$ cat config.mk
export PLATFORM = sky130hd
export DESIGN_NAME = mod_updown_counter
export DESIGN_NICKNAME = d
export VERILOG_FILES = /design/src/rtl/mod_cnt_pkg.sv /design/src/rtl/mod_cnt_next.sv /design/src/rtl/mod_updown_counter.sv
export SDC_FILE = /design/constraint.sdc
export NUM_CORES = 1
export LEC_CHECK = 0
export ABC_AREA = 1
export CAP_MARGIN = 20
export CORE_UTILIZATION = 54
export CTS_CLUSTER_SIZE = 20
export DETAILED_ROUTE_END_ITERATION = 10
export PLACE_DENSITY_LB_ADDON = 0.1
export SLEW_MARGIN = 25
export SYNTH_ARGS = -nofsm -noshare
export SYNTH_HDL_FRONTEND = slang
export SYNTH_SLANG_ARGS = --single-unit
$ cat constraint.sdc
create_clock -name clock -period 4.35 [get_ports clock]
set_input_delay 0.87 -clock clock [delete_from_list [all_inputs] [get_ports clock]]
set_output_delay 0.87 -clock clock [all_outputs]
set_load 0.03 [all_outputs]
$ cat src/rtl/mod_cnt_pkg.sv
// Shared types for the loadable modulo up/down counter: boundary modes and count direction.
package mod_cnt_pkg;

    typedef enum logic [1:0] {
        WRAP     = 2'd0,
        SAT      = 2'd1,
        PINGPONG = 2'd2,
        HOLD     = 2'd3
    } cnt_mode_e;

    typedef enum logic {
        DIR_DN = 1'b0,
        DIR_UP = 1'b1
    } cnt_dir_e;

endpackage

$ cat src/rtl/mod_cnt_next.sv
// Combinational next-state for one enabled counting step: wrap, saturate, ping-pong or hold.
module mod_cnt_next
    import mod_cnt_pkg::*;
#(
    parameter int WIDTH   = 4,
    parameter int MIN_VAL = 2,
    parameter int MAX_VAL = 10
) (
    input  logic [WIDTH-1:0] count,
    input  cnt_dir_e         dir,
    input  cnt_mode_e        mode,
    input  logic             up_down,
    output logic [WIDTH-1:0] next_count,
    output cnt_dir_e         next_dir,
    output logic             boundary_event
);

    localparam logic [WIDTH:0] MIN_X = (WIDTH+1)'(MIN_VAL);
    localparam logic [WIDTH:0] MAX_X = (WIDTH+1)'(MAX_VAL);

    // One spare bit keeps MAX+1 / MIN-1 comparable without wrapping the register width.
    logic [WIDTH:0] cnt_x;
    logic [WIDTH:0] inc_x;
    logic [WIDTH:0] dec_x;

    assign cnt_x = {1'b0, count};
    assign inc_x = cnt_x + (WIDTH+1)'(1);
    assign dec_x = cnt_x - (WIDTH+1)'(1);

    always_comb begin
        next_count     = count;
        next_dir       = dir;
        boundary_event = 1'b0;
        case (mode)
            WRAP, SAT: begin
                next_dir = up_down ? DIR_UP : DIR_DN;
                if (up_down) begin
                    if (cnt_x >= MAX_X) begin
                        if (mode == WRAP) begin
                            next_count     = MIN_X[WIDTH-1:0];
                            boundary_event = 1'b1;
                        end
                    end else begin
                        next_count     = inc_x[WIDTH-1:0];
                        boundary_event = (mode == SAT) && (inc_x == MAX_X);
                    end
                end else begin
                    if (cnt_x <= MIN_X) begin
                        if (mode == WRAP) begin
                            next_count     = MAX_X[WIDTH-1:0];
                            boundary_event = 1'b1;
                        end
                    end else begin
                        next_count     = dec_x[WIDTH-1:0];
                        boundary_event = (mode == SAT) && (dec_x == MIN_X);
                    end
                end
            end
            PINGPONG: begin
                // A direction that points past a bound (e.g. after a load onto it) bounces immediately.
                if (dir == DIR_UP) begin
                    if (cnt_x >= MAX_X) begin
                        next_count     = dec_x[WIDTH-1:0];
                        next_dir       = (dec_x == MIN_X) ? DIR_UP : DIR_DN;
                        boundary_event = 1'b1;
                    end else begin
                        next_count = inc_x[WIDTH-1:0];
                        if (inc_x == MAX_X) begin
                            next_dir       = DIR_DN;
                            boundary_event = 1'b1;
                        end
                    end
                end else begin
                    if (cnt_x <= MIN_X) begin
                        next_count     = inc_x[WIDTH-1:0];
                        next_dir       = (inc_x == MAX_X) ? DIR_DN : DIR_UP;
                        boundary_event = 1'b1;
                    end else begin
                        next_count = dec_x[WIDTH-1:0];
                        if (dec_x == MIN_X) begin
                            next_dir       = DIR_UP;
                            boundary_event = 1'b1;
                        end
                    end
                end
            end
            default: begin
            end
        endcase
    end

endmodule

$ cat src/rtl/mod_updown_counter.sv
// Loadable modulo up/down counter over [MIN_VAL..MAX_VAL] with run-time boundary modes and status flags.
module mod_updown_counter
    import mod_cnt_pkg::*;
#(
    parameter int WIDTH   = 4,
    parameter int MIN_VAL = 2,
    parameter int MAX_VAL = 10
) (
    input  logic             clock,
    input  logic             resetn,
    input  logic             load,
    input  logic [WIDTH-1:0] din,
    input  logic             en,
    input  logic             up_down,
    input  logic [1:0]       mode,
    output logic [WIDTH-1:0] count,
    output logic             dir,
    output logic             at_max,
    output logic             at_min,
    output logic             event_p,
    output logic             load_err
);

    localparam logic [WIDTH-1:0] MIN_W = WIDTH'(MIN_VAL);
    localparam logic [WIDTH-1:0] MAX_W = WIDTH'(MAX_VAL);

    generate
        if (WIDTH < 2 || WIDTH > 32 || MIN_VAL < 0 || MIN_VAL >= MAX_VAL ||
            64'(MAX_VAL) >= (64'd1 << WIDTH)) begin : g_bad_params
            $error("mod_updown_counter: need 2<=WIDTH<=32 and 0<=MIN_VAL<MAX_VAL<2**WIDTH");
        end
    endgenerate

    cnt_mode_e        mode_e;
    logic [WIDTH-1:0] count_q, count_d;
    cnt_dir_e         dir_q, dir_d;
    logic             event_q, event_d;
    logic             lerr_q, lerr_d;

    logic [WIDTH-1:0] step_count;
    cnt_dir_e         step_dir;
    logic             step_event;

    assign mode_e = cnt_mode_e'(mode);

    mod_cnt_next #(
        .WIDTH  (WIDTH),
        .MIN_VAL(MIN_VAL),
        .MAX_VAL(MAX_VAL)
    ) u_next (
        .count         (count_q),
        .dir           (dir_q),
        .mode          (mode_e),
        .up_down       (up_down),
        .next_count    (step_count),
        .next_dir      (step_dir),
        .boundary_event(step_event)
    );

    // Load beats enable; a disabled edge holds state and drops both pulses.
    always_comb begin
        count_d = count_q;
        dir_d   = dir_q;
        event_d = 1'b0;
        lerr_d  = 1'b0;
        if (!load) begin
            if (din < MIN_W) begin
                count_d = MIN_W;
                lerr_d  = 1'b1;
            end else if (din > MAX_W) begin
                count_d = MAX_W;
                lerr_d  = 1'b1;
            end else begin
                count_d = din;
            end
            if (mode_e == WRAP || mode_e == SAT) begin
                dir_d = up_down ? DIR_UP : DIR_DN;
            end
        end else if (en) begin
            count_d = step_count;
            dir_d   = step_dir;
            event_d = step_event;
        end
    end

    always_ff @(posedge clock or negedge resetn) begin
        if (!resetn) begin
            count_q <= MIN_W;
            dir_q   <= DIR_UP;
            event_q <= 1'b0;
            lerr_q  <= 1'b0;
        end else begin
            count_q <= count_d;
            dir_q   <= dir_d;
            event_q <= event_d;
            lerr_q  <= lerr_d;
        end
    end

    assign count    = count_q;
    assign dir      = (dir_q == DIR_UP);
    assign at_max   = (count_q == MAX_W);
    assign at_min   = (count_q == MIN_W);
    assign event_p  = event_q;
    assign load_err = lerr_q;

endmodule

# [Word level (Yosys, flattened, before mapping)]
# Index checks and enable logic that the tools add are counted.
[totals] input_bits=11 ff_bits=7 out_inout_bits=9 elab_cells=65
[op_classes] n_reduce_logical=8 order_cmp=4 eq_ne=10 mux=37 add_sub_neg=2
[op_table] op="4-bit two-way mux" count=12
[op_table] op="1-bit two-way mux" count=22
[op_table] op="5-bit != test (second input constant)" count=2
[op_table] op="4-bit case mux with 2 select lines" count=1
[op_table] op="4-bit by 1-bit adder with 5-bit output (second input constant)" count=1
[op_table] op="5-bit by 2-bit == test with 1-bit output (second input constant)" count=1
[op_table] op="5-bit by 4-bit == test with 1-bit output (second input constant)" count=1
[op_table] op="4-bit by 1-bit subtractor with 5-bit output (second input constant)" count=1
[op_table] op="4-bit by 2-bit == test with 1-bit output (second input constant)" count=1
[op_table] op="4-bit == test (second input constant)" count=1
[op_table] op="4-bit greater-or-equal comparator (second input constant)" count=1
[op_table] op="4-bit > comparator (second input constant)" count=1
[op_table] op="4-bit by 2-bit less-or-equal comparator with 1-bit output (second input constant)" count=1
[op_table] op="4-bit by 2-bit less-than comparator with 1-bit output (second input constant)" count=1
[op_table] op="1-bit case mux with 2 select lines" count=2
[op_table] op="4-bit AND reduction" count=1
[op_table] op="3-bit by 1-bit != test with 1-bit output (second input constant)" count=1
[op_table] op="3-bit AND reduction" count=1
[op_table] op="2-bit by 1-bit == test with 1-bit output (second input constant)" count=1
[op_table] op="2-bit == test (second input constant)" count=1
[op_table] op="1-bit logical AND" count=2
[op_table] op="2-bit zero test" count=1
[op_table] op="2-bit by 1-bit != test with 1-bit output (second input constant)" count=1
[op_table] op="2-bit nonzero test" count=1
[op_table] op="2 further kinds" count=2

# [Depth between registers and ports, before layout]
[depth] ltp_word=8 depth_mapped=12 ltp_nobuf=12

# [Hierarchy]
# From an unflattened synthesis, not the netlist that was laid out.
[unflattened] cells_unflattened=166 hier_area_um2=974.7
[modules_own_cells] module="mod_cnt_next" area_per_inst_um2=598.1 seq_area_each_um2=0.0 n_inst=1 cells_per_inst=113
[modules_own_cells] module="mod_updown_counter" area_per_inst_um2=376.6 seq_area_each_um2=177.7 n_inst=1 cells_per_inst=53

# [Least setup slack after synthesis]
# No wires, ideal clock.
[synth_path] kind="register to output" start="register count_q[1] (netlist: count[1])" end="output at_min" path_buffers=0 path_slack_ns=1.701 required_time_ns=3.480 stages_incl_launch_ff=3 t_arrival_ns=1.779 cell_sequence="dfstp_2 > inv_1 > nor4_1"
[synth_between] elab_chain_len=1
[synth_rtl] element="start: declaration" line_no="mod_updown_counter.sv:35" rtl="logic [WIDTH-1:0] count_q, count_d;"
[synth_rtl] element="start signal: assignment" line_no="mod_updown_counter.sv:93" rtl="count_q <= count_d;"
[synth_rtl] element="4-bit by 2-bit == test with 1-bit output" line_no="mod_updown_counter.sv:103" rtl="assign at_min = (count_q == MIN_W);"
[synth_rtl] element="end: declaration" line_no="mod_updown_counter.sv:19" rtl="output logic at_min,"
# No other way between the ends.

# [Worst setup path after layout]
[layout_path] start="register count_q[0] (netlist: count[0])" end="output at_max"
[layout_between] elab_chain_len=1
[layout_rtl] element="4-bit == test" line_no="mod_updown_counter.sv:102" rtl="assign at_max = (count_q == MAX_W);"
[layout_rtl] element="end: declaration" line_no="mod_updown_counter.sv:18" rtl="output logic at_max,"
# No other way between the ends.

==> impl_results.md <==
* Delay-heaviest family, CP: buffers and inverters
* Input/output buffers at 19
* Worst path max stage delay at 0.69 ns
* Switching pwr at about 230 uW
* Post-synth cell types at 23
* Initial antenna violation count at 0
* Seq/Total Area, Yosys at 0.188
* Final non-filler cell total at approximately 200
* P_leak at 0.000586 uW
* Post-CTS Setup Inserts at 0
* Crit path DAT at a little over 2 ns
* Final Hold Fails at 0
* Layout Nets at approximately 200
* Clk_skew at ~0.0061 ns
* Routed wire length at ~2400 um
* P_int at 213 uW
* CP endpoint kind: output port
* CTS max path bufs at 2
* VDD IR max at 0.179 mV
* Die ar. at between 1500 and 2000 um2
* Post-Syn Area at about 950 um2
* Sequential Power Share at 0.257
* EDFF count, synth at 0
* Critical path data required time at around 3.5 ns
* Vias in the first global route at just over 1000
* DR vias/cell at 5.53
* DRC at 0
* Post-synth top area cell: nand2_1
* Antenna Nets Post-Route at 0
* Worst hold slack at 0.521 ns
* CTS root buf: clkbuf_4
* Synth top area share at 0.210
* Chip Height at around 44 um
* Crit-path max FO at 9
* H-tree depth at 1
* Top cells by area, synth: nand2_1 21%, dfrtp_1 13%, nand3_1 10%
* Yosys Warn Count at 0
* Hold_buf cts at 0
* Hold WC Path Type: reg2reg
* Clock share of power at 0.140
* Critical Path Source Type: flop
* Vias at roughly 1100
* Clock insertion delay at the later pin of the skew report at around 0.26 ns
* CTS buffer count at 3
* Die W at roughly 44 um
* Most common cell on crit path: inv_1
* # rows at 14
* Cell area power density at 386 nW/um2
* RSZ-0062 raised after global routing: false
* Share of layout cells above drive strength 1 at 0.124
* Final Power at about 450 uW
* Max Freq at about 0.34 GHz
* Slew HR at 0.659
* FF+latch count, synth at 7
* Commonest cells in the netlist: 53 x nand2_1, 20 x inv_1, 19 x nand3_1, 19 x nor2_1, 8 x nand2_2
* Min Clock Period, post-route at just under 3 ns
* CP cell instances: inv_1 > ha_1 > inv_1 > nor3_1 > clkdlybuf4s50_1
* Worst-path clk slew at 0.06 ns
* Initial Util at 0.600
* Routed length per instance at between 10 and 15 um
* Total grt overflow at 0
* RD Place Congestion at approximately 0.9
* Mapped Nets at 180
* Area Growth Syn to Fin at 21.8%
* DRT iter0 DRCs at between 50 and 60
* DP HPWL at 1940 um
* Run status: finished, final reports clean
* Critical-path top delay cell: clkdlybuf4s50_1
* Number of setup violations in the final report at 0
* First-pass DRT Iterations at 7
* # resized after CTS at 0
* Mean post-synth cell area at between 5 and 6 um2
* Setup_tns at 0 ns
* Final Util at 0.731
* Synthesized instance count at between 150 and 200
* Setup slack, reg-to-reg at between 2 and 2.5 ns
* Most common cell in the netlist: nand2_1
* TritonCTS clock tree: built
* CP Class: reg2out
* Max-Cap Viols at 0
* Largest net degree at the start of global routing at 13
* Antenna diode count at 0
* Global-route wire length before repair at 4240 um
* I/O pins at 20
* Gr usage total at 0.297
* Worst slew pin tran at around 0.5 ns
* Slew Viols, Final at 0
* Sink Count at 7
* Sw Ratio at 0.521
* Async SR Flop Fraction at 1.00
* Power share of the combinational group at 0.602
* Fin crit share at 0.670
* Worst path bufs/invs at 3
* Ys flop type: dfrtp_1
* Core Box Area at 1580 um2
* Placed insts at 197
==> layout make-up <==
| class | count | area (um2) |
|---|---|---|
| flip-flops and latches | 7 | 178 |
| well taps | 16 | 20.0 |
| repair buffers | 19 | 190 |
| clock buffers | 4 | 26.3 |
| inverters | 24 | 92.6 |
| fillers | 146 | 424 |
| multi-input cells | 131 | 646 |
==> per-layer routing <==
| layer | wire (um) | up-vias | share of wire | GRT usage |
|---|---|---|---|---|
| li1 | - | 568 | - | - |
| met1 | 1050 | 478 | 0.43 | 0.375 |
| met2 | 1150 | 55 | 0.47 | 0.499 |
| met3 | 157 | 11 | 0.065 | 0.0750 |
| met4 | 77 | 0 | 0.032 | 0.0909 |
| met5 | 0 | - | 0 | 0 |
==> registers in the layout, indices dropped and copies added, names as in the netlist <==
signal	count
dir	1
event_p	1
load_err	1
count	4
==> path summary, 6_finish.rpt <==
path                               start       end  depth (start not counted)
worst max-delay path            count[0]    at_max                          5
max in group asynchronous         resetn       dir                          1
worst min register to register       dir       dir                          2
worst max register to register  count[1]   event_p                          9
worst min-delay path                 dir       dir                          2
min in group asynchronous         resetn  count[3]                          1
==> stage by stage <==
step | instance area [um2] | setup slack (ns)
4_1_cts | 1150 | 1.44
6_report | 1150 | 1.44
3_3_place_gp | 1130 | 1.80
2_1_floorplan | 946 | 1.70
5_1_grt | 1150 | 1.31
3_5_place_dp | 1130 | 1.73
==> placed cells by master (no fill, tap or decap), drive strengths merged <==
cell type,count
ha,4
nand2,61
o21ai,8
inv,24
nor2,22
nor3,4
o211ai,1
nor4,1
clkbuf,4
nand3,19
a21oi,7
clkdlybuf4s50,19
dfrtp,5
dfstp,2
nand3b,1
nand4,3
==> cell families (layout without fill, tap and decap cells) <==
group	count (synthesis)	after routing	share of synthesized area
AOI/OAI and AO/OA	16	16	0.0992
DFF	7	7	0.188
buffers and inverters	27	47	0.130
adders and majority gates	4	4	0.0529
and+or+nand+nor	111	111	0.530
==> tightest hold or removal path: stages, from the launching register on <==
cell and delay, ns:
dfstp_2 0.40, nand2_1 0.07, nand2_1 0.05
==> power groups by stage <==
stage	clock (uW)	sequential, uW	combinational [uW]
detailed placement	0	115	264
CTS	63.0	115	266
global route	67.2	118	298
finish	62.5	114	268
floorplan	0	122	184
global placement	0	113	260
Note: power is estimated with default switching activity, not from simulation.
